<file path="src/rtl/nor_wb_bus_ctrl_if.sv">
// nor_wb_bus_ctrl_if: pipelined Wishbone request/response bundle between the QSPI FSM and the NOR bus controller
interface nor_wb_bus_ctrl_if #(
  parameter int ADDRBITS = 26,
  parameter int DATABITS = 16
);
  logic                wb_cyc_i;
  logic                wb_stb_i;
  logic                wb_we_i;
  logic [ADDRBITS-1:0] wb_adr_i;
  logic [DATABITS-1:0] wb_dat_i;
  logic [DATABITS-1:0] wb_dat_o;
  logic                wb_ack_o;
  logic                wb_err_o;
  logic                wb_stall_o;
  modport master (
    output wb_cyc_i, wb_stb_i, wb_we_i, wb_adr_i, wb_dat_i,
    input  wb_dat_o, wb_ack_o, wb_err_o, wb_stall_o
  );
  modport slave (
    input  wb_cyc_i, wb_stb_i, wb_we_i, wb_adr_i, wb_dat_i,
    output wb_dat_o, wb_ack_o, wb_err_o, wb_stall_o
  );
endinterface

</file>
<file path="src/rtl/nor_wb_bus_ctrl.sv">
// nor_wb_bus_ctrl: Wishbone slave running timed single-word read/write cycles on a parallel NOR flash bus.
// Define NOR_RDY_WAIT_EN to wait on ready/busy# (with timeout) after every write.
module nor_wb_bus_ctrl #(
  parameter int          ADDRBITS = 26,
  parameter int          DATABITS = 16,
  parameter int          T_RD     = 7,
  parameter int          T_WS     = 2,
  parameter int          T_WP     = 4,
  parameter int          T_WH     = 2,
  parameter logic [15:0] T_TO     = 16'hFFFF
) (
  input  logic                  clk_i,
  input  logic                  reset_i,
  nor_wb_bus_ctrl_if.slave      wb,
  output logic [ADDRBITS-1:0]   nor_a_o,
  output logic [DATABITS-1:0]   nor_dq_o,
  input  logic [DATABITS-1:0]   nor_dq_i,
  output logic                  nor_dq_oe_o,
  output logic                  nor_ce_n_o,
  output logic                  nor_oe_n_o,
  output logic                  nor_we_n_o,
  input  logic                  nor_ry_by_n_i
);
  localparam logic [7:0] RD_N = 8'(T_RD - 1);
  localparam logic [7:0] WS_N = 8'(T_WS - 1);
  localparam logic [7:0] WP_N = 8'(T_WP - 1);
  localparam logic [7:0] WH_N = 8'(T_WH - 1);
  typedef enum logic [2:0] {
    IDLE, RD, WS, WP, WH, TURN
`ifdef NOR_RDY_WAIT_EN
    , RDY
`endif
  } state_t;
  state_t              state_q;
  logic [7:0]          cnt_q;
  logic [ADDRBITS-1:0] a_q;
  logic [DATABITS-1:0] dq_q, dat_q;
  logic                ce_n_q, oe_n_q, we_n_q, dq_oe_q;
  logic                ack_q, err_q, stall_q, abort_q;
  logic                ok;
  // a dropped cycle lets the flash access finish but silences its response
  assign ok = wb.wb_cyc_i & ~abort_q;
`ifdef NOR_RDY_WAIT_EN
  logic        ry_s1_q, ry_s2_q;
  logic [15:0] to_q;
`else
  logic unused_ry;
  assign unused_ry = nor_ry_by_n_i;
`endif
  always_ff @(posedge clk_i) begin
    if (reset_i) begin
      state_q <= IDLE;
      cnt_q   <= '0;
      a_q     <= '0;
      dq_q    <= '0;
      dat_q   <= '0;
      ce_n_q  <= 1'b1;
      oe_n_q  <= 1'b1;
      we_n_q  <= 1'b1;
      dq_oe_q <= 1'b0;
      ack_q   <= 1'b0;
      err_q   <= 1'b0;
      stall_q <= 1'b0;
      abort_q <= 1'b0;
`ifdef NOR_RDY_WAIT_EN
      ry_s1_q <= 1'b0;
      ry_s2_q <= 1'b0;
      to_q    <= '0;
`endif
    end else begin
      ack_q <= 1'b0;
      err_q <= 1'b0;
`ifdef NOR_RDY_WAIT_EN
      ry_s1_q <= nor_ry_by_n_i;
      ry_s2_q <= ry_s1_q;
`endif
      if (state_q != IDLE && !wb.wb_cyc_i) abort_q <= 1'b1;
      case (state_q)
        IDLE: if (wb.wb_cyc_i && wb.wb_stb_i) begin
          a_q     <= wb.wb_adr_i;
          dq_q    <= wb.wb_dat_i;
          abort_q <= 1'b0;
          stall_q <= 1'b1;
          ce_n_q  <= 1'b0;
          oe_n_q  <= wb.wb_we_i;
          dq_oe_q <= wb.wb_we_i;
          state_q <= wb.wb_we_i ? WS : RD;
          cnt_q   <= wb.wb_we_i ? WS_N : RD_N;
        end
        RD: if (cnt_q == 8'd0) begin
          dat_q   <= nor_dq_i;
          ack_q   <= ok;
          ce_n_q  <= 1'b1;
          oe_n_q  <= 1'b1;
          state_q <= TURN;
        end else cnt_q <= cnt_q - 8'd1;
        WS: if (cnt_q == 8'd0) begin
          we_n_q  <= 1'b0;
          cnt_q   <= WP_N;
          state_q <= WP;
        end else cnt_q <= cnt_q - 8'd1;
        WP: if (cnt_q == 8'd0) begin
          we_n_q  <= 1'b1;
          cnt_q   <= WH_N;
          state_q <= WH;
        end else cnt_q <= cnt_q - 8'd1;
        WH: if (cnt_q == 8'd0) begin
          ce_n_q  <= 1'b1;
          dq_oe_q <= 1'b0;
`ifdef NOR_RDY_WAIT_EN
          to_q    <= '0;
          state_q <= RDY;
`else
          ack_q   <= ok;
          state_q <= TURN;
`endif
        end else cnt_q <= cnt_q - 8'd1;
`ifdef NOR_RDY_WAIT_EN
        RDY: if (ry_s2_q) begin
          ack_q   <= ok;
          state_q <= TURN;
        end else if (to_q == T_TO - 16'd1) begin
          err_q   <= ok;
          state_q <= TURN;
        end else to_q <= to_q + 16'd1;
`endif
        TURN: begin
          stall_q <= 1'b0;
          state_q <= IDLE;
        end
        default: state_q <= IDLE;
      endcase
    end
  end
  assign wb.wb_dat_o   = dat_q;
  assign wb.wb_ack_o   = ack_q;
  assign wb.wb_err_o   = err_q;
  assign wb.wb_stall_o = stall_q;
  assign nor_a_o       = a_q;
  assign nor_dq_o      = dq_q;
  assign nor_dq_oe_o   = dq_oe_q;
  assign nor_ce_n_o    = ce_n_q;
  assign nor_oe_n_o    = oe_n_q;
  assign nor_we_n_o    = we_n_q;
endmodule
</file>
<file path="src/flat_wrapper.sv">
// flat-port wrapper written by rule: the top's interface ports become plain ports
module nor_wb_bus_ctrl_flat 
#(
  parameter int          ADDRBITS = 26,
  parameter int          DATABITS = 16,
  parameter int          T_RD     = 7,
  parameter int          T_WS     = 2,
  parameter int          T_WP     = 4,
  parameter int          T_WH     = 2,
  parameter logic [15:0] T_TO     = 16'hFFFF
)
  (clk_i, reset_i, nor_a_o, nor_dq_o, nor_dq_i, nor_dq_oe_o, nor_ce_n_o, nor_oe_n_o, nor_we_n_o, nor_ry_by_n_i, wb_wb_cyc_i, wb_wb_stb_i, wb_wb_we_i, wb_wb_adr_i, wb_wb_dat_i, wb_wb_dat_o, wb_wb_ack_o, wb_wb_err_o, wb_wb_stall_o);
  nor_wb_bus_ctrl_if #(.ADDRBITS(ADDRBITS), .DATABITS(DATABITS)) wb_i ();
  input  logic clk_i;
  input  logic reset_i;
  output logic [ADDRBITS-1:0] nor_a_o;
  output logic [DATABITS-1:0] nor_dq_o;
  input  logic [DATABITS-1:0] nor_dq_i;
  output logic nor_dq_oe_o;
  output logic nor_ce_n_o;
  output logic nor_oe_n_o;
  output logic nor_we_n_o;
  input  logic nor_ry_by_n_i;
  input wire logic [$bits(wb_i.wb_cyc_i)-1:0] wb_wb_cyc_i;
  input wire logic [$bits(wb_i.wb_stb_i)-1:0] wb_wb_stb_i;
  input wire logic [$bits(wb_i.wb_we_i)-1:0] wb_wb_we_i;
  input wire logic [$bits(wb_i.wb_adr_i)-1:0] wb_wb_adr_i;
  input wire logic [$bits(wb_i.wb_dat_i)-1:0] wb_wb_dat_i;
  output wire logic [$bits(wb_i.wb_dat_o)-1:0] wb_wb_dat_o;
  output wire logic [$bits(wb_i.wb_ack_o)-1:0] wb_wb_ack_o;
  output wire logic [$bits(wb_i.wb_err_o)-1:0] wb_wb_err_o;
  output wire logic [$bits(wb_i.wb_stall_o)-1:0] wb_wb_stall_o;
  assign wb_i.wb_cyc_i = wb_wb_cyc_i;
  assign wb_i.wb_stb_i = wb_wb_stb_i;
  assign wb_i.wb_we_i = wb_wb_we_i;
  assign wb_i.wb_adr_i = wb_wb_adr_i;
  assign wb_i.wb_dat_i = wb_wb_dat_i;
  assign wb_wb_dat_o = wb_i.wb_dat_o;
  assign wb_wb_ack_o = wb_i.wb_ack_o;
  assign wb_wb_err_o = wb_i.wb_err_o;
  assign wb_wb_stall_o = wb_i.wb_stall_o;
  nor_wb_bus_ctrl #(.ADDRBITS(ADDRBITS), .DATABITS(DATABITS), .T_RD(T_RD), .T_WS(T_WS), .T_WP(T_WP), .T_WH(T_WH), .T_TO(T_TO)) u_core (.clk_i(clk_i), .reset_i(reset_i), .wb(wb_i), .nor_a_o(nor_a_o), .nor_dq_o(nor_dq_o), .nor_dq_i(nor_dq_i), .nor_dq_oe_o(nor_dq_oe_o), .nor_ce_n_o(nor_ce_n_o), .nor_oe_n_o(nor_oe_n_o), .nor_we_n_o(nor_we_n_o), .nor_ry_by_n_i(nor_ry_by_n_i));
endmodule
</file>
<file path="config.mk">
export PLATFORM = sky130hd
export DESIGN_NAME = nor_wb_bus_ctrl_flat
export DESIGN_NICKNAME = d
export VERILOG_FILES = /design/src/rtl/nor_wb_bus_ctrl_if.sv /design/src/rtl/nor_wb_bus_ctrl.sv /design/src/flat_wrapper.sv
export SDC_FILE = /design/constraint.sdc
export NUM_CORES = 1
export LEC_CHECK = 0
export CELL_PAD_IN_SITES_DETAIL_PLACEMENT = 1
export CELL_PAD_IN_SITES_GLOBAL_PLACEMENT = 2
export CORE_MARGIN = 5
export CORE_UTILIZATION = 26
export DETAILED_ROUTE_END_ITERATION = 10
export GPL_TIMING_DRIVEN = 1
export PLACE_DENSITY_LB_ADDON = 0.1
export SYNTH_ARGS = -nofsm -noshare
export SYNTH_HDL_FRONTEND = slang
export SYNTH_SLANG_ARGS = --single-unit
</file>
<file path="constraint.sdc">
create_clock -name clk_i -period 3 [get_ports clk_i]
set_input_delay 0.6 -clock clk_i [delete_from_list [all_inputs] [get_ports clk_i]]
set_output_delay 0.6 -clock clk_i [all_outputs]
set_load 0.01 [all_outputs]
</file>
==> summary.md, run 1 <==
| Metric | Value |
|---|---|
| Initial antenna violation count | 0 |
| Hold slack | 0.452 ns |
| Worst R2R Start | u_core.cnt_q[0]$_SDFFE_PP0P_ |
| Hold-fix buffers, CTS | 0 |
| # resized after CTS | 0 |
| Clock latency on the worst-skew pair | around 0.34 ns |
| Start point of the critical path | u_core.cnt_q[0]$_SDFFE_PP0P_ |
| CTS Sinks | between 70 and 80 |
| Pwr Density | between 800 and 900 nW/um^2 |
| 1st-pass router iterations | 4 |
| Yosys reg bits | 76 |
| NumNets Final | roughly 550 |
| # DRC | 0 |
| Sequential area share after synthesis | 48.1% |
| Number of buffers added on ports | about 130 |
| # IOs | 129 |
| Layout Cells excl Fill | between 600 and 700 |
| Fin. Hold Viols | 0 |
| Setup TNS | 0 ns |
| Tcrit/Tclk final | between 70% and 80% |
| Top cell type's share of synthesized area | about half |
| Synth async-reset ratio | 0% |
| P_leak | roughly 1.8 nW |
| Placer Congestion | approximately 0.75 |
| Number of max-cap violations | 0 |
| Routed WL per cell | 16.1 microns |
| CTS buffer count | 9 |
| Row count | 40 |
| Setup repair after global routing missed its margin | no |
| Final setup vio count | 0 |
| Post-synth top flop | dfxtp_1 |
| DRT iter0 DRCs | 83 |
| Status | complete, no violations |
| Vias in the first global route | roughly 3100 |
| Max VDD drop | around 0.00033 V |
| Netlist Area Pre-Place | between 3000 and 4000 sq um |
| Max Fanout on Critical Path | 8 |
| HPWL Detailed | 7.11 mm |
| Hold Crit Class | register to register |
| Relative slew slack | around 54% |
| CP required | approximately 3.2 ns |
| Share of cells above drive strength 1 | approximately 6.3% |
| R2R depth | 6 |
| Placed Cells | 623 |
| Gr usage total | 14.1% |
| Post-CTS Setup Inserts | 0 |
| Design area | between 4000 and 5000 sq um |
| Critical path destination | u_core.cnt_q[4]$_SDFFE_PP0P_ |
| WS Path Type | register to register |
| Synth Instances | 373 |
| Final min period | between 2 and 2.5 ns |
| Least-Margin Pin Slew | roughly 0.7 ns |
| R2R Setup Slk | roughly 0.79 ns |
| Final Core Density | between 40% and 50% |
| Placed Area | ~4500 sq um |
| Worst hold start | u_core.nor_dq_o[2]$_SDFFE_PP0P_ |
| Fmax achieved | ~0.45 GHz |
| Dominant cell type by area after synthesis | dfxtp_1 |
| Die width | between 100 and 150 microns |
| Vias | approximately 3100 |
| Initial core utilization | between 20% and 30% |
| Post-synth EDFFs | 0 |
| Area Overhead vs Synth | 52.0% |
| Syn Nets | 438 |
| Core Box Area | roughly 12000 sq um |
| CP startpoint kind | register |
| YS warnings | 0 |
| Final slew viol count | 0 |
| Height of the die | between 100 and 150 microns |
| ANT nets after route | 0 |
| H-tree Lvls | 3 |
| Yosys cell types | 52 |
| Clock Pin Slew Worst Setup and Hold Paths | approximately 0.060 ns |
| Most frequent cells after synthesis | nand2_1 (93), dfxtp_1 (76), a21oi_1 (50), nor2_1 (23), mux2i_1 (18) |
| Grt total ovfl | 0 |
| Setup crit end kind | register |
| Antenna cells | 0 |
| Clock Skew | just over 0.005 ns |
| Root Driver | clkbuf_16 |
| Routed WL | ~10 mm |
| WP data arrival | ~2.5 ns |
| Syn avg cell area | 8.48 sq um |
| Count leader, synth | nand2_1 |
| Worst reg2reg path endpoint | u_core.cnt_q[4]$_SDFFE_PP0P_ |
| Fillers | 1393 |
| Top post-synthesis cells by area | dfxtp_1 (48%), nand2_1 (11%), a21oi_1 (7.9%) |
| Die footprint | about 14000 sq um |
| Vias/cell | between 4 and 5 |
| First-pass GRT wire length | roughly 16 mm |
| Max clock buf depth | 2 |
| TritonCTS clock tree | done |
| Largest net degree at the start of global routing | 46 |
logic make-up after synthesis:
family / share of synthesized area, %
and+or+nand+nor: 21.6
AOI/OAI and AO/OA: 16.9
DFF: 48.1
buffers and inverters: 6.57
muxes: 6.05
adders and majority gates: 0.396
other: 0.119
xor gates and xnor gates: 0.277
worst min path at each step:
stage,end,slack (ns),depth (start not counted)
floorplan,u_core.nor_a_o[0]$_SDFFE_PP0P_,0.48,2
global placement,u_core.nor_a_o[16]$_SDFFE_PP0P_,0.44,2
global route,u_core.nor_dq_o[10]$_SDFFE_PP0P_,0.46,2
finish,u_core.nor_dq_o[2]$_SDFFE_PP0P_,0.45,2
detailed placement,u_core.nor_dq_o[2]$_SDFFE_PP0P_,0.45,2
CTS,u_core.nor_a_o[14]$_SDFFE_PP0P_,0.46,2
layout make-up:
cell class	count	area [sq um]	share of cell area, %
clock buffer	13	260	5.41
tap	147	184	3.83
inverter	7	26.3	0.546
clock inverter	3	68.8	1.43
multi-input combinational	261	1450	30.1
timing repair buffer	132	1300	27.1
sequential	76	1520	31.6
registers in the layout, summed over array words and instances (netlist names):
register,cells
u_core.wb.wb_stall_o,1
u_core.cnt_q,8
u_core.nor_dq_o,16
u_core.nor_ce_n_o,1
u_core.state_q,3
u_core.wb.wb_ack_o,1
u_core.abort_q,1
u_core.nor_we_n_o,1
u_core.wb.wb_dat_o,16
u_core.nor_dq_oe_o,1
u_core.nor_a_o,26
u_core.nor_oe_n_o,1
worst max-delay path, cell delays in order, from the launching register on:
cell	delay, ns
dfxtp_1	0.33
inv_1	0.11
ha_1	0.22
nor3b_2	0.52
a2bb2oi_2	0.22
or2_2	0.43
a311oi_1	0.28
power breakdown:
part | internal (mW) | switching [mW] | total (mW)
Combinational | 0.730 | 0.886 | 1.62
Sequential | 1.20 | 0.174 | 1.37
Clock | 0.776 | 0.419 | 1.19
placed cells by master (no fill, tap or decap), types with 2 or more instances in the layout:
master / Yosys / layout
clkdlybuf4s50_1: 0 / 125
nand2_1: 93 / 93
dfxtp_1: 76 / 76
a21oi_1: 50 / 50
nor2_1: 23 / 22
mux2i_1: 18 / 18
clkbuf_16: 0 / 9
nor3_1: 8 / 8
inv_1: 6 / 6
o21ai_0: 6 / 6
buf_4: 1 / 6
a311oi_1: 5 / 5
nand3_1: 5 / 4
o31ai_1: 4 / 4
nor4_1: 4 / 4
or3_1: 3 / 3
or4_1: 3 / 3
o22ai_1: 3 / 3
a31oi_1: 3 / 3
nor2b_1: 2 / 2
o211ai_1: 2 / 2
o21a_1: 2 / 2
nand2b_1: 2 / 2
bufinv_16: 0 / 2
clkbuf_8: 0 / 2
clkbuf_1: 14 / 2
layer usage:
| layer | global-route usage [%] | vias up | part of all wire [%] |
|---|---|---|---|
| met5 | 0 | - | 0 |
| met4 | 5.81 | 0 | 1.8 |
| met3 | 6.22 | 14 | 8.8 |
| met2 | 22.2 | 96 | 45 |
| met1 | 16.9 | 1442 | 45 |
| li1 | - | 1501 | - |
metrics by stage:
step	power [mW]	worst slack, ns
6_report	4.18	0.793
2_1_floorplan	2.44	1.10
3_3_place_gp	2.99	0.654
4_1_cts	4.26	0.777
5_1_grt	4.47	0.636
3_5_place_dp	3.02	0.638
No activity file was read; power rests on OpenSTA's default activity.
==> run 2: changes to the inputs <==
CORE_UTILIZATION = 21   (was 26)
clock period = 1.8 ns   (was 3 ns; I/O delays follow)
==> summary.md, run 2 (synthesis gave the netlist of run 1 again) <==
| Metric | Value |
|---|---|
| Initial core utilization | 21.6% (was 26.4%) |
| Worst Slack Setup Final | 0.0164 ns (was 0.793 ns) |
| WS Path Type | register to register (unchanged) |
| CTS Sinks | 76 (unchanged) |
| Gr usage total | 12.9% (was 14.1%) |
| TritonCTS clock tree | done (unchanged) |
| Worst Hold Path Cells | 2 (unchanged) |
| Setup crit end kind | register (unchanged) |
| Die footprint | 17600 sq um (was 14500 sq um) |
| Grt total ovfl | 0 (unchanged) |
| Core Box Area | 14600 sq um (was 12000 sq um) |
| Max clock buf depth | 2 (unchanged) |
| Number of max-cap violations | 0 (unchanged) |
| Max VDD drop | 0.000439 V (was 0.000331 V) |
| Fin. Hold Viols | 0 (unchanged) |
| Final min period | 1.78 ns (was 2.21 ns) |
| Worst R2R Start | u_core.cnt_q[1]$_SDFFE_PP0P_ (was u_core.cnt_q[0]$_SDFFE_PP0P_) |
| R2R Setup Slk | 0.02 ns (was 0.79 ns) |
| Commonest non-fill, non-tap cell in the layout | clkdlybuf4s50_1 (unchanged) |
| Vias | 3209 (was 3053) |
| Worst reg2reg path endpoint | u_core.state_q[0]$_SDFFE_PP0P_ (was u_core.cnt_q[4]$_SDFFE_PP0P_) |
| Die width | 133 microns (was 120 microns) |
| Placed Cells | 694 (was 623) |
| Status | complete, no violations (unchanged) |
| First-pass GRT wire length | 18.2 mm (was 16.1 mm) |
| Largest register FFs | 26 (unchanged) |
| Worst hold start | reset_i (was u_core.nor_dq_o[2]$_SDFFE_PP0P_) |
| HPWL Detailed | 8.14 mm (was 7.11 mm) |
| # DRC | 0 (unchanged) |
| Number of buffers added on ports | 126 (unchanged) |
| ANT nets after route | 0 (unchanged) |
| Fmax achieved | 0.561 GHz (was 0.453 GHz) |
| Fillers | 1698 (was 1393) |
| Initial antenna violation count | 0 (unchanged) |
| Max Fanout on Critical Path | 3 (was 8) |
| Tcrit/Tclk final | 99.1% (was 73.6%) |
| WP data arrival | 2.06 ns (was 2.45 ns) |
| Dpl ws | -0.132 ns (was 0.638 ns) |
| Clock latency on the worst-skew pair | 0.34 ns (about the same) |
| CP required | 2.08 ns (was 3.24 ns) |
| P_leak | 2.06 nW (was 1.82 nW) |
| Setup TNS | 0 ns (unchanged) |
| Setup repair after global routing missed its margin | yes (was no) |
| Height of the die | 133 microns (was 120 microns) |
| CTS buffer count | 9 (unchanged) |
| Hold Crit Class | input pin to register (was register to register) |
| CP startpoint kind | register (unchanged) |
| Antenna cells | 0 (unchanged) |
| R2R depth | 6 (unchanged) |
| Clock Pin Slew Worst Setup and Hold Paths | 0.06 ns (about the same) |
| Layout Cells excl Fill | 719 (was 639) |
| Final setup vio count | 0 (unchanged) |
| WHS Endpoint | u_core.nor_a_o[4]$_SDFFE_PP0P_ (was u_core.nor_dq_o[2]$_SDFFE_PP0P_) |
| Root Driver | clkbuf_16 (unchanged) |
| Vias/cell | 4.46 (was 4.78) |
| Vias in the first global route | 3487 (was 3122) |
| Routed WL per cell | 15.8 microns (was 16.1 microns) |
| 1st-pass router iterations | 4 (unchanged) |
| Pwr Density | 1530 nW/um^2 (was 870 nW/um^2) |
| Most frequent cells in the layout | clkdlybuf4s50_1 (125), nand2_1 (92), dfxtp_1 (71) (was clkdlybuf4s50_1 (125), nand2_1 (93), dfxtp_1 (76)) |
| Routed WL | 11.4 mm (was 10.3 mm) |
| Hold-fix buffers, CTS | 0 (unchanged) |
| Share of cells above drive strength 1 | 17.8% (was 6.30%) |
| Area Overhead vs Synth | 69.2% (was 52.0%) |
| H-tree Lvls | 3 (unchanged) |
| Total power | 8.20 mW (was 4.18 mW) |
| # IOs | 129 (unchanged) |
| Clock Skew | 0.00658 ns (was 0.00506 ns) |
| DRT iter0 DRCs | 83 (unchanged) |
| Largest net degree at the start of global routing | 43 (was 46) |
| Placer Congestion | 0.749 (was 0.748) |
| Final slew viol count | 0 (unchanged) |
| NumNets Final | 595 (was 552) |
| Row count | 44 (was 40) |
[run 2: cell types whose count changed in the layout (fill, tap and decap cells not counted), sizes merged]
cell	change
inv	+2
clkbuf	-2
clkinv	-2
clkinvlp	+3
buf	+42
[run 2: critical path, stage by stage, from the launching register on]
cell	delay [ns]
dfxtp_2	0.33
inv_2	0.06
ha_4	0.14
or3b_4	0.38
or4_4	0.48
a31o_1	0.22
a21oi_2	0.11
[run 2: layout make-up]
type / count / area, sq um / share of cell area [%]
multi-input combinational: 261 / 1530 / 28.5
clock buffer: 10 / 239 / 4.47
timing repair buffer: 175 / 1700 / 31.8
sequential: 76 / 1530 / 28.5
clock inverter: 6 / 95.1 / 1.78
tap: 184 / 230 / 4.30
inverter: 7 / 30.0 / 0.561
[run 2: layer usage]
metal | part of all wire (%) | global-route usage [%] | up-vias
li1 | - | - | 1594
met1 | 44 | 15.2 | 1506
met2 | 46 | 20.6 | 96
met3 | 9.2 | 5.96 | 13
met4 | 1.5 | 4.85 | 0
met5 | 0 | 0 | -
[run 2: how the worst max path moves through the flow]
stage	from	slack [ns]	end
after CTS	u_core.cnt_q[1]$_SDFFE_PP0P_	-0.03	u_core.state_q[0]$_SDFFE_PP0P_
after global placement	wb_wb_cyc_i	-0.11	u_core.cnt_q[5]$_SDFFE_PP0P_
after floorplan	u_core.cnt_q[0]$_SDFFE_PP0P_	-0.04	u_core.state_q[0]$_SDFFE_PP0P_
final	u_core.cnt_q[1]$_SDFFE_PP0P_	0.02	u_core.state_q[0]$_SDFFE_PP0P_
after global routing	u_core.cnt_q[1]$_SDFFE_PP0P_	-0.05	u_core.state_q[0]$_SDFFE_PP0P_
after detailed placement	u_core.cnt_q[1]$_SDFFE_PP0P_	-0.13	u_core.cnt_q[5]$_SDFFE_PP0P_
[run 2: metrics by stage]
step           instance area [sq um]  util [%]  hold slack (ns)
6_report                        5350      36.5            0.334
4_1_cts                         5230      35.7            0.328
5_1_grt                         5350      36.5            0.336
2_1_floorplan                   3190         -            0.481
3_3_place_gp                    4850      33.1            0.442
3_5_place_dp                    4850      33.1            0.451
[run 2: repair_timing]
| action | in CTS | in global routing |
|---|---|---|
| cloned | 0 | 1 |
| endpoints found under the setup margin | 23 | 68 |
| buffers inserted | 3 | 5 |
| pin swaps | 4 | 9 |
| hold endpoints to repair | 0 | 0 |
| gates resized for setup | 5 | 15 |
[run 2: where the power goes]
group	total, mW	leakage, nW	internal (mW)	switching, mW
Clock	2.04	0.157	1.27	0.777
Sequential	2.28	0.621	2.01	0.270
Combinational	3.88	1.28	2.05	1.83
Total	8.20	2.06	5.32	2.88
==> run 3: changes to the inputs <==
--- a/config.mk
+++ b/config.mk
@@ -10,3 +10,4 @@
 export CORE_MARGIN = 5
-export CORE_UTILIZATION = 21
+export CORE_UTILIZATION = 22
+export CTS_BUF_LIST = sky130_fd_sc_hd__clkbuf_8
 export DETAILED_ROUTE_END_ITERATION = 10
--- a/constraint.sdc
+++ b/constraint.sdc
@@ -3,2 +3,2 @@
 set_output_delay 0.36 -clock clk_i [all_outputs]
-set_load 0.01 [all_outputs]
+set_load 0.05 [all_outputs]
==> summary.md, run 3 (synthesis gave the netlist of run 1 again) <==
| Metric | Value |
|---|---|
| Status | complete, no violations (unchanged) |
| P_leak | 2.07 nW (was 2.06 nW) |
| Clock Pin Slew Worst Setup and Hold Paths | 0.08 ns (was 0.06 ns) |
| CTS buffer count | 9 (unchanged) |
| DRT iter0 DRCs | 75 (was 83) |
| M2 GR Usage | 19.3% (was 20.6%) |
| Slowest Stage Delay on Critical Path | 0.48 ns (about the same) |
| Cell family with most CP delay | simple AND/OR/NAND/NOR gates (unchanged) |
| Routed WL | 11.0 mm (was 11.4 mm) |
| CTS Sinks | 76 (unchanged) |
| Net switching fraction of the power | 43.1% (was 35.1%) |
| Internal power | 4.34 mW (was 5.32 mW) |
| Clock share of power | 15.4% (was 24.9%) |
| Height of the die | 130 microns (was 133 microns) |
| Die footprint | 16900 sq um (was 17600 sq um) |
| Met3 Usage GRT | 5.03% (was 5.96%) |
| WP data arrival | 2.07 ns (was 2.06 ns) |
| Number of max-cap violations | 0 (unchanged) |
| Fmax achieved | 0.564 GHz (was 0.561 GHz) |
| Relative slew slack | between 60% and 70% |
| CP startpoint kind | register (unchanged) |
| Max VDD drop | 0.000394 V (was 0.000439 V) |
| Initial antenna violation count | 0 (unchanged) |
| Final slew viol count | 0 (unchanged) |
| Worst Slack Setup Final | 0.0267 ns (was 0.0164 ns) |
| Dpl ws | -0.178 ns (was -0.132 ns) |
| Vias | 3162 (was 3209) |
| CP required | 2.10 ns (was 2.08 ns) |
| NumNets Final | 589 (was 595) |
| Gr usage total | 12.8% (was 12.9%) |
| Hold Crit Class | input pin to register (unchanged) |
| HPWL Detailed | 8.02 mm (was 8.14 mm) |
| Setup repair after global routing missed its margin | yes (unchanged) |
| H-tree Lvls | 3 (unchanged) |
| Tcrit/Tclk final | 98.5% (was 99.1%) |
| Largest net degree at the start of global routing | 65 (was 43) |
| WS Path Type | register to register (unchanged) |
| Clock latency on the worst-skew pair | 0.36 ns (was 0.34 ns) |
| Max Fanout on Critical Path | 3 (unchanged) |
| First-pass GRT wire length | 16.9 mm (was 18.2 mm) |
| Pwr Density | 1550 nW/um^2 (was 1530 nW/um^2) |
| Vias in the first global route | 3238 (was 3487) |
| Row count | 43 (was 44) |
| Least-Margin Pin Slew | ~0.5 ns |
| Max clock buf depth | 2 (unchanged) |
| # IOs | 129 (unchanged) |
| Most frequent cells in the layout | buf_4 (99), nand2_1 (93), dfxtp_1 (74) (was clkdlybuf4s50_1 (125), nand2_1 (92), dfxtp_1 (71)) |
| Vias/cell | 4.47 (was 4.46) |
| Crit-path cells | inv_2, ha_4, or3b_4, or4_1, a31o_1, a21oi_2 (was inv_2, ha_4, or3b_4, or4_4, a31o_1, a21oi_2) |
| Placer Congestion | 0.743 (was 0.749) |
| Clock Skew | 0.0129 ns (was 0.00658 ns) |
| Fillers | 1690 (was 1698) |
| Fin. Hold Viols | 0 (unchanged) |
| Antenna cells | 0 (unchanged) |
| 1st-pass router iterations | 4 (unchanged) |
| Core Box Area | 14000 sq um (was 14600 sq um) |
| Routed WL per cell | 15.5 microns (was 15.8 microns) |
| ANT nets after route | 0 (unchanged) |
| Comb pwr share | 55.3% (was 47.3%) |
| Psw | 3.29 mW (was 2.88 mW) |
| Met1 Use GR | 16.2% (was 15.2%) |
| Worst path bufs/invs | 1 (unchanged) |
| CP max-delay cell | or4_1 (was or4_4) |
| Setup crit end kind | register (unchanged) |
| Grt total ovfl | 0 (unchanged) |
| Flop pwr share | 29.3% (was 27.8%) |
| # DRC | 0 (unchanged) |
| Peak-usage layer in the global routing report | met2 (unchanged) |
| Largest register FFs | 26 (unchanged) |
| Share of cells above drive strength 1 | 27.3% (was 17.8%) |
| Commonest non-fill, non-tap cell in the layout | buf_4 (was clkdlybuf4s50_1) |
| Number of buffers added on ports | 126 (unchanged) |
| Final setup vio count | 0 (unchanged) |
| Area Overhead vs Synth | 55.9% (was 69.2%) |
| TritonCTS clock tree | done (unchanged) |
| Final Core Density | 35.2% (was 36.5%) |
| Initial core utilization | 22.6% (was 21.6%) |
| Die width | 130 microns (was 133 microns) |
| Final min period | 1.77 ns (was 1.78 ns) |
| Root Driver | clkbuf_8 (was clkbuf_16) |
==> run 3: cell types whose count changed in the layout (fill, tap and decap cells not counted), moves of 2 or more <==
| cell | change |
|---|---|
| bufinv_16 | -2 |
| dfxtp_2 | -3 |
| clkinv_2 | +2 |
| clkdlybuf4s50_1 | -64 |
| clkbuf_8 | +9 |
| buf_4 | +58 |
| clkbuf_16 | -10 |
| dfxtp_1 | +3 |
| clkinvlp_4 | -2 |
==> run 3: cell type report <==
class	count	area (sq um)	share of cell area (%)
clock inverter	4	26.3	0.533
inverter	7	26.3	0.533
sequential	76	1520	30.9
multi-input combinational	261	1500	30.4
tap	180	225	4.57
timing repair buffer	169	1490	30.3
clock buffer	10	138	2.79
==> run 3: worst paths after layout <==
| kind | startpoint | to | slack (ns) | cells past startpoint |
|---|---|---|---|---|
| setup reg to reg | u_core.cnt_q[1]$_SDFFE_PP0P_ | u_core.state_q[0]$_SDFFE_PP0P_ | 0.03 | 6 |
| hold reg to reg | u_core.nor_dq_o[8]$_SDFFE_PP0P_ | u_core.nor_dq_o[8]$_SDFFE_PP0P_ | 0.46 | 2 |
| hold / removal | reset_i | u_core.nor_a_o[5]$_SDFFE_PP0P_ | 0.34 | 2 |
| setup / recovery | u_core.cnt_q[1]$_SDFFE_PP0P_ | u_core.state_q[0]$_SDFFE_PP0P_ | 0.03 | 6 |
==> run 3: per-stage QoR <==
stage | hold WS (ns) | instance area, sq um | total power, mW | TNS (ns) | instances
after CTS | 0.322 | 4880 | 7.61 | -0.00135 | 705
after global routing | 0.344 | 4930 | 8.15 | -0.703 | 707
after floorplan | 0.492 | 3190 | 4.77 | -0.0357 | 373
final | 0.337 | 4930 | 7.63 | 0 | 707
after global placement | 0.443 | 4690 | 6.24 | -0.690 | 689
after detailed placement | 0.447 | 4690 | 6.30 | -1.45 | 689
==> run 3: what timing repair did <==
action / 4_1_cts / 5_1_grt
setup endpoints to repair: 7 / 42
hold buffers: 0 / 0
pin swaps: 2 / 4
gates resized for setup: 3 / 8
buffers inserted: 2 / 2
cloned: 0 / 0
==> run 3: layer usage <==
| layer | vias to the layer above | wire [microns] |
|---|---|---|
| li1 | 1581 | - |
| met1 | 1462 | 4900 |
| met2 | 99 | 4830 |
| met3 | 20 | 977 |
| met4 | 0 | 243 |
| met5 | - | 0 |
==> run 3: power groups by stage <==
stage	registers (mW)	logic (mW)	clock network, mW
2_1_floorplan	2.99	1.78	0
3_3_place_gp	2.26	3.97	0
3_5_place_dp	2.28	4.02	0
4_1_cts	2.24	4.13	1.23
5_1_grt	2.29	4.56	1.30
6_report	2.24	4.22	1.17
